==> src/rtl/out_channel.sv <==
// out_channel
//   Output buffer and result checker for a program engine. Words produced by
//   the engine are queued in a small circular buffer for the host to drain,
//   and each accepted word is compared, in order, against a static table of
//   expected words. Once the engine reports it has finished and the buffer
//   has emptied, the block reports finished/success until the next reset.
//
// Ports
//   clock           single clock, all state changes on its rising edge
//   reset           asynchronous, active-high reset
//   outValid        engine presents a word on outData
//   outData         word from the engine
//   outReady        buffer accepts a word this cycle
//   drainValid      buffer holds at least one word
//   drainData       oldest buffered word
//   drainReady      host consumes drainData this cycle
//   programFinished level: engine has reached its terminating state
//   expected        packed expected words, element k at [k*W +: W]
//   count           number of words currently buffered
//   finished        run complete
//   success         valid with finished, high when every check passed
module out_channel #(
  parameter int MemoryElementWidth = 12,
  parameter int NOut               = 4,
  parameter int NExpected          = 4
) (
  input  logic                                    clock,
  input  logic                                    reset,
  input  logic                                    outValid,
  input  logic [MemoryElementWidth-1:0]           outData,
  output logic                                    outReady,
  output logic                                    drainValid,
  output logic [MemoryElementWidth-1:0]           drainData,
  input  logic                                    drainReady,
  input  logic                                    programFinished,
  input  logic [NExpected*MemoryElementWidth-1:0] expected,
  output logic [$clog2(NOut+1)-1:0]               count,
  output logic                                    finished,
  output logic                                    success
);

  localparam int PtrWidth   = (NOut > 1) ? $clog2(NOut) : 1;
  localparam int CountWidth = $clog2(NOut + 1);
  localparam int IdxWidth   = $clog2(NExpected + 1);

  localparam logic [PtrWidth-1:0]   LastPtr  = PtrWidth'(NOut - 1);
  localparam logic [CountWidth-1:0] Depth    = CountWidth'(NOut);
  localparam logic [IdxWidth-1:0]   IdxLimit = IdxWidth'(NExpected);

  localparam logic [1:0] RUN   = 2'd0;
  localparam logic [1:0] DRAIN = 2'd1;
  localparam logic [1:0] DONE  = 2'd2;

  logic [1:0]                    state;
  logic [1:0]                    stateNext;
  logic [MemoryElementWidth-1:0] mem [NOut];
  logic [PtrWidth-1:0]           wp;
  logic [PtrWidth-1:0]           rp;
  logic [IdxWidth-1:0]           idx;
  logic                          error;
  logic                          errorNext;
  logic                          accept;
  logic                          consume;
  logic [MemoryElementWidth-1:0] expWord;

  // Handshakes come straight from registered state. outReady is low
  // whenever the buffer is full, even if the host drains in the same cycle,
  // so there is no combinational path from drainReady to outReady.
  assign outReady   = (state == RUN) && (count < Depth);
  assign drainValid = (count != '0);
  assign drainData  = mem[rp];
  assign accept     = outValid && outReady;
  assign consume    = drainValid && drainReady;

  // Select the expected word for the next accepted output. Constant slices
  // keep the select in range; once idx saturates the value is unused
  // because any further accept is an error on its own.
  always_comb begin
    expWord = '0;
    for (int k = 0; k < NExpected; k++) begin
      if (idx == IdxWidth'(k)) begin
        expWord = expected[k*MemoryElementWidth +: MemoryElementWidth];
      end
    end
  end

  // The error flag is sticky. Any word offered after the engine said it was
  // finished is discarded and counted as an error, as is an accept past the
  // end of the expected table or a value that differs from the table.
  always_comb begin
    errorNext = error;
    if (accept && ((idx == IdxLimit) || (outData != expWord))) begin
      errorNext = 1'b1;
    end
    if ((state != RUN) && outValid) begin
      errorNext = 1'b1;
    end
  end

  // RUN accepts words until programFinished; DRAIN waits for the host to
  // empty the buffer (leaving as the last word is consumed); DONE holds.
  always_comb begin
    stateNext = state;
    case (state)
      RUN: begin
        if (programFinished) begin
          stateNext = DRAIN;
        end
      end
      DRAIN: begin
        if ((count == '0) || ((count == CountWidth'(1)) && consume)) begin
          stateNext = DONE;
        end
      end
      DONE:    stateNext = DONE;
      default: stateNext = RUN;
    endcase
  end

  // Buffer storage is deliberately left out of reset; stale contents are
  // never visible because drainValid is low whenever count is zero.
  always_ff @(posedge clock) begin
    if (accept) begin
      mem[wp] <= outData;
    end
  end

  // Pointers, occupancy, checker and result registers. The result is
  // captured on the edge that enters DONE, using this edge's error update
  // so that a stray word in the final DRAIN cycle still fails the run.
  always_ff @(posedge clock or posedge reset) begin
    if (reset) begin
      wp       <= '0;
      rp       <= '0;
      count    <= '0;
      idx      <= '0;
      error    <= 1'b0;
      state    <= RUN;
      finished <= 1'b0;
      success  <= 1'b0;
    end else begin
      if (accept) begin
        wp <= (wp == LastPtr) ? '0 : wp + PtrWidth'(1);
        if (idx != IdxLimit) begin
          idx <= idx + IdxWidth'(1);
        end
      end
      if (consume) begin
        rp <= (rp == LastPtr) ? '0 : rp + PtrWidth'(1);
      end
      case ({accept, consume})
        2'b10:   count <= count + CountWidth'(1);
        2'b01:   count <= count - CountWidth'(1);
        default: count <= count;
      endcase
      error <= errorNext;
      state <= stateNext;
      if ((state != DONE) && (stateNext == DONE)) begin
        finished <= 1'b1;
        success  <= !errorNext && (idx == IdxLimit);
      end
    end
  end

endmodule

==> config.mk <==
export PLATFORM = sky130hd
export DESIGN_NAME = out_channel
export DESIGN_NICKNAME = d
export VERILOG_FILES = /design/src/rtl/out_channel.sv
export SDC_FILE = /design/constraint.sdc
export NUM_CORES = 1
export LEC_CHECK = 0
export ABC_AREA = 1
export BUFFER_PORTS_ARGS = -buffer_cell sky130_fd_sc_hd__buf_2
export CORE_MARGIN = 5
export CORE_UTILIZATION = 31
export DETAILED_ROUTE_END_ITERATION = 8
export GPL_TIMING_DRIVEN = 0
export PLACE_DENSITY = 0.58
export RECOVER_POWER = 25
export SETUP_SLACK_MARGIN = 0.15
export SYNTH_ARGS = -nofsm -noshare
export SYNTH_HDL_FRONTEND = slang
export SYNTH_SLANG_ARGS = --single-unit
==> constraint.sdc <==
create_clock -name clock -period 2.2 [get_ports clock]
set_clock_uncertainty 0.1 [all_clocks]
set_input_delay 0.44 -clock clock [delete_from_list [all_inputs] [get_ports clock]]
set_output_delay 0.44 -clock clock [all_outputs]
set_load 0.01 [all_outputs]
==> impl_results.md <==
* Total Routing Usage GR at 0.149
* Core Footprint at 0.0108 sq mm
* Worst-path maximum fanout at 7
* Largest cells by area after synthesis: edfxtp_1 (42%), nand2_1 (12%), dfrtp_1 (11%)
* Initial DRC Count at 104
* R2r setup slk at 0.10 ns
* DRT Pass-1 Iters at 4
* Pwr/cell area at 493 mW/mm^2
* Final slew viol count at 0
* Area fraction in compound gates after synthesis at 0.0951
* Post-synth top cells: nand2_1 (105), inv_1 (53), edfxtp_1 (48)
* Area Growth Syn to Fin at 45.2%
* Die width at 115 um
* Worst EP required at 2.38 ns
* Vias at 3,057
* Mux share of post-synthesis cell area at 0.00293
* Avg Cell Area, Syn at 8.61 sq um
* Final Cycle Share at 0.953
* Status: finished, final reports clean
* First-pass GRT wire length at 15,100 um
* Vias per Instance at 4.64
* Static Leak at 2.15 nW
* Footprint of the multi-input gates at 0.00169 sq mm
* CTS tree: yes
* Final ANT Viol Nets at 0
* Hold Vio Cnt, Final at 0
* Initial antenna violation count at 0
* Synth async-reset ratio at 0.238
* Grt ovf at 0
* Storage element area at 0.00182 sq mm
* Register area share after synthesis at 0.531
* Total Die Area at 0.0132 sq mm
* Min Hold Slack at 0.0725 ns
* Synthesized area at 0.00342 sq mm
* FF-to-FF End: success$_DFFE_PP0P_
* DRT Wirelength at 9690 um
* Fill count at 1,051
* Leading area contributor after synthesis: edfxtp_1
* Worst min-delay path category: in -> async
* Finished Layout Cells at 659
* Critical R2R Launch: idx[1]$_DFFE_PP0P_
* Share of the synthesized area in the top cell type at 0.422
* # setup viols final at 0
* Cells along the critical path: inv_4 -> ha_4 -> buf_8 -> buf_6 -> nand3_2 -> nand2_2 -> inv_2 -> nand2_2 -> nand2_2 -> nand3_2 -> nand2_1 -> nor2_1 -> nand2_1 -> nor2_2 -> nand2_1 -> nand2_2 -> nand3_1 -> nand2_1
* Worst-Skew Late Latency at 0.34 ns
* Largest net degree at the start of global routing at 16
* Slew headroom at 0.506
* Worst vdd ir at 246 uV
* CP peak stage delay at 0.46 ns
* TritonCTS sink count at 63
* Placed Cells at 620
* Flops & latches, synth at 63
* CP max stage cell: dfrtp_2
* Startpoint types: flip-flop
* I/O Buffers at 83
* Synth warn at 0
* Post-synth EDFFs at 48
* Final GP Congestion at 0.820
* Count leader, synth: nand2_1
* Fmax at 477 MHz
* Inserted Clock Buffers at 9
* Crit end category: flip-flop
* Synth Area in Adders at 0.0549
* Synthesized Nets at 477
* Dpl cell area at 0.00401 sq mm
* RSZ-0062 raised after global routing: true
* Fin worst setup slack at 0.104 ns
* Final Critical Period at 2.10 ns
* Starting Density at 0.315
* Max Cap Viol at 0
* Inserted Diodes at 0
* CTS root buf: clkbuf_8
* Synth Flop Type: edfxtp_1
* Site Rows at 38
* H-tree levels at 3
* DRC viols at 0
* CP arrival at 2.28 ns
* Setup CP Type: reg -> reg
* Die Y at 115 um
* Post-synthesis cell count at 397
* Layout cell share with drive strength beyond 1 at 0.408
* Nets at 594
* Worst reg2reg path depth at 18
* Count of cell types in the netlist at 25
* CTS Hold Bufs at 0
* Post-synthesis xor/xnor area fraction at 0.0102
* Slew of the pin with the lowest slew margin at 0.741 ns
* CTS max path bufs at 2
* Largest family of logic cells by synthesized area: simple AND/OR/NAND/NOR gates
* Clock transition at path regs at 0.07 ns
* Finished Cell Area at 0.00496 sq mm
* HPWL Detailed at 6640 um
* WP buf/inv at 4
* Place WS at -0.263 ns
* Boundary Pins at 84
* Routed len/inst at 14.7 um
* Delay-heaviest family, CP: simple AND/OR/NAND/NOR gates
* Vias in the first global route at 3,073
* Design Power at 0.00245 W
* Synth Area in Simple Gates at 0.224
## cells in the final DEF (no fill, tap or decap), types with 10 or more instances in the layout
master    instances
buf_2            75
buf_4            12
buf_6            12
dfrtp_1          10
edfxtp_1         48
inv_1            44
nand2_1          88
nand2_2          17
nand3_1          24
nor2_1           22
nor2_2           11
nor2_4           11
o21ai_0          18
o21ai_1          14
## sequential cells by signal (all words and copies together) (netlist names)
| signal | flops |
|---|---|
| wp | 2 |
| error | 1 |
| state | 2 |
| rp | 2 |
| finished | 1 |
| count | 3 |
| mem | 48 |
| success | 1 |
| idx | 3 |
## metrics by stage
step	util	TNS (ns)
floorplan	-	0
global placement	0.370	-7.27
detailed placement	0.370	-7.15
CTS	0.413	0
global route	0.458	-0.0247
finish	0.458	0
## per-layer routing
metal	global-route usage	vias to the layer above	part of all wire	routed length (um)
met4	0.0626	0	0.018	173
met5	0	-	0	0
met2	0.245	92	0.51	4910
li1	-	1539	-	-
met1	0.181	1412	0.41	3950
met3	0.0442	14	0.067	652
## what timing repair did
item | CTS | global route
pin swaps | 8 | 51
setup buffers | 9 | 9
setup endpoints to repair | 62 | 63
resized for setup | 55 | 121
gates cloned | 1 | 4
## cells by family (layout without fill, tap and decap cells)
group,after synthesis,count (layout)
simple gates,185,185
buf+inv,68,190
flops,63,63
compound gates,61,61
fa+ha+maj,15,15
xor+xnor,4,4
mux,1,1
## worst max-delay path by stage
stage,cells after the start,slack (ns),end,start
global placement,14,-0.21,success$_DFFE_PP0P_,idx[2]$_DFFE_PP0P_
finish,18,0.10,success$_DFFE_PP0P_,idx[1]$_DFFE_PP0P_
detailed placement,14,-0.26,success$_DFFE_PP0P_,idx[2]$_DFFE_PP0P_
global route,18,-0.02,success$_DFFE_PP0P_,idx[1]$_DFFE_PP0P_
floorplan,5,0.22,mem[0][0]$_DFFE_PP_,state[0]$_DFF_PP0_
CTS,16,0.08,success$_DFFE_PP0P_,idx[0]$_DFFE_PP0P_
## power breakdown
part           leakage, nW  internal, W  total (W)              switching, W
registers            0.590      0.00128    0.00128  0.0000000000000000000249
clock network        0.110     0.000629    0.00107                  0.000441
logic                 1.45    0.0000473  0.0000991                 0.0000518
total                 2.15      0.00196    0.00245                  0.000492
## area by class of cell
cell class	instances	area share
Buffer	13	0.0373
Clock buffer	9	0.0250
Clock inverter	7	0.0176
Inverter	55	0.0441
Multi-Input combinational cell	266	0.341
Sequential cell	63	0.367
Tap cell	140	0.0353
Timing Repair Buffer	106	0.132
No activity file was read; power rests on OpenSTA's default activity.
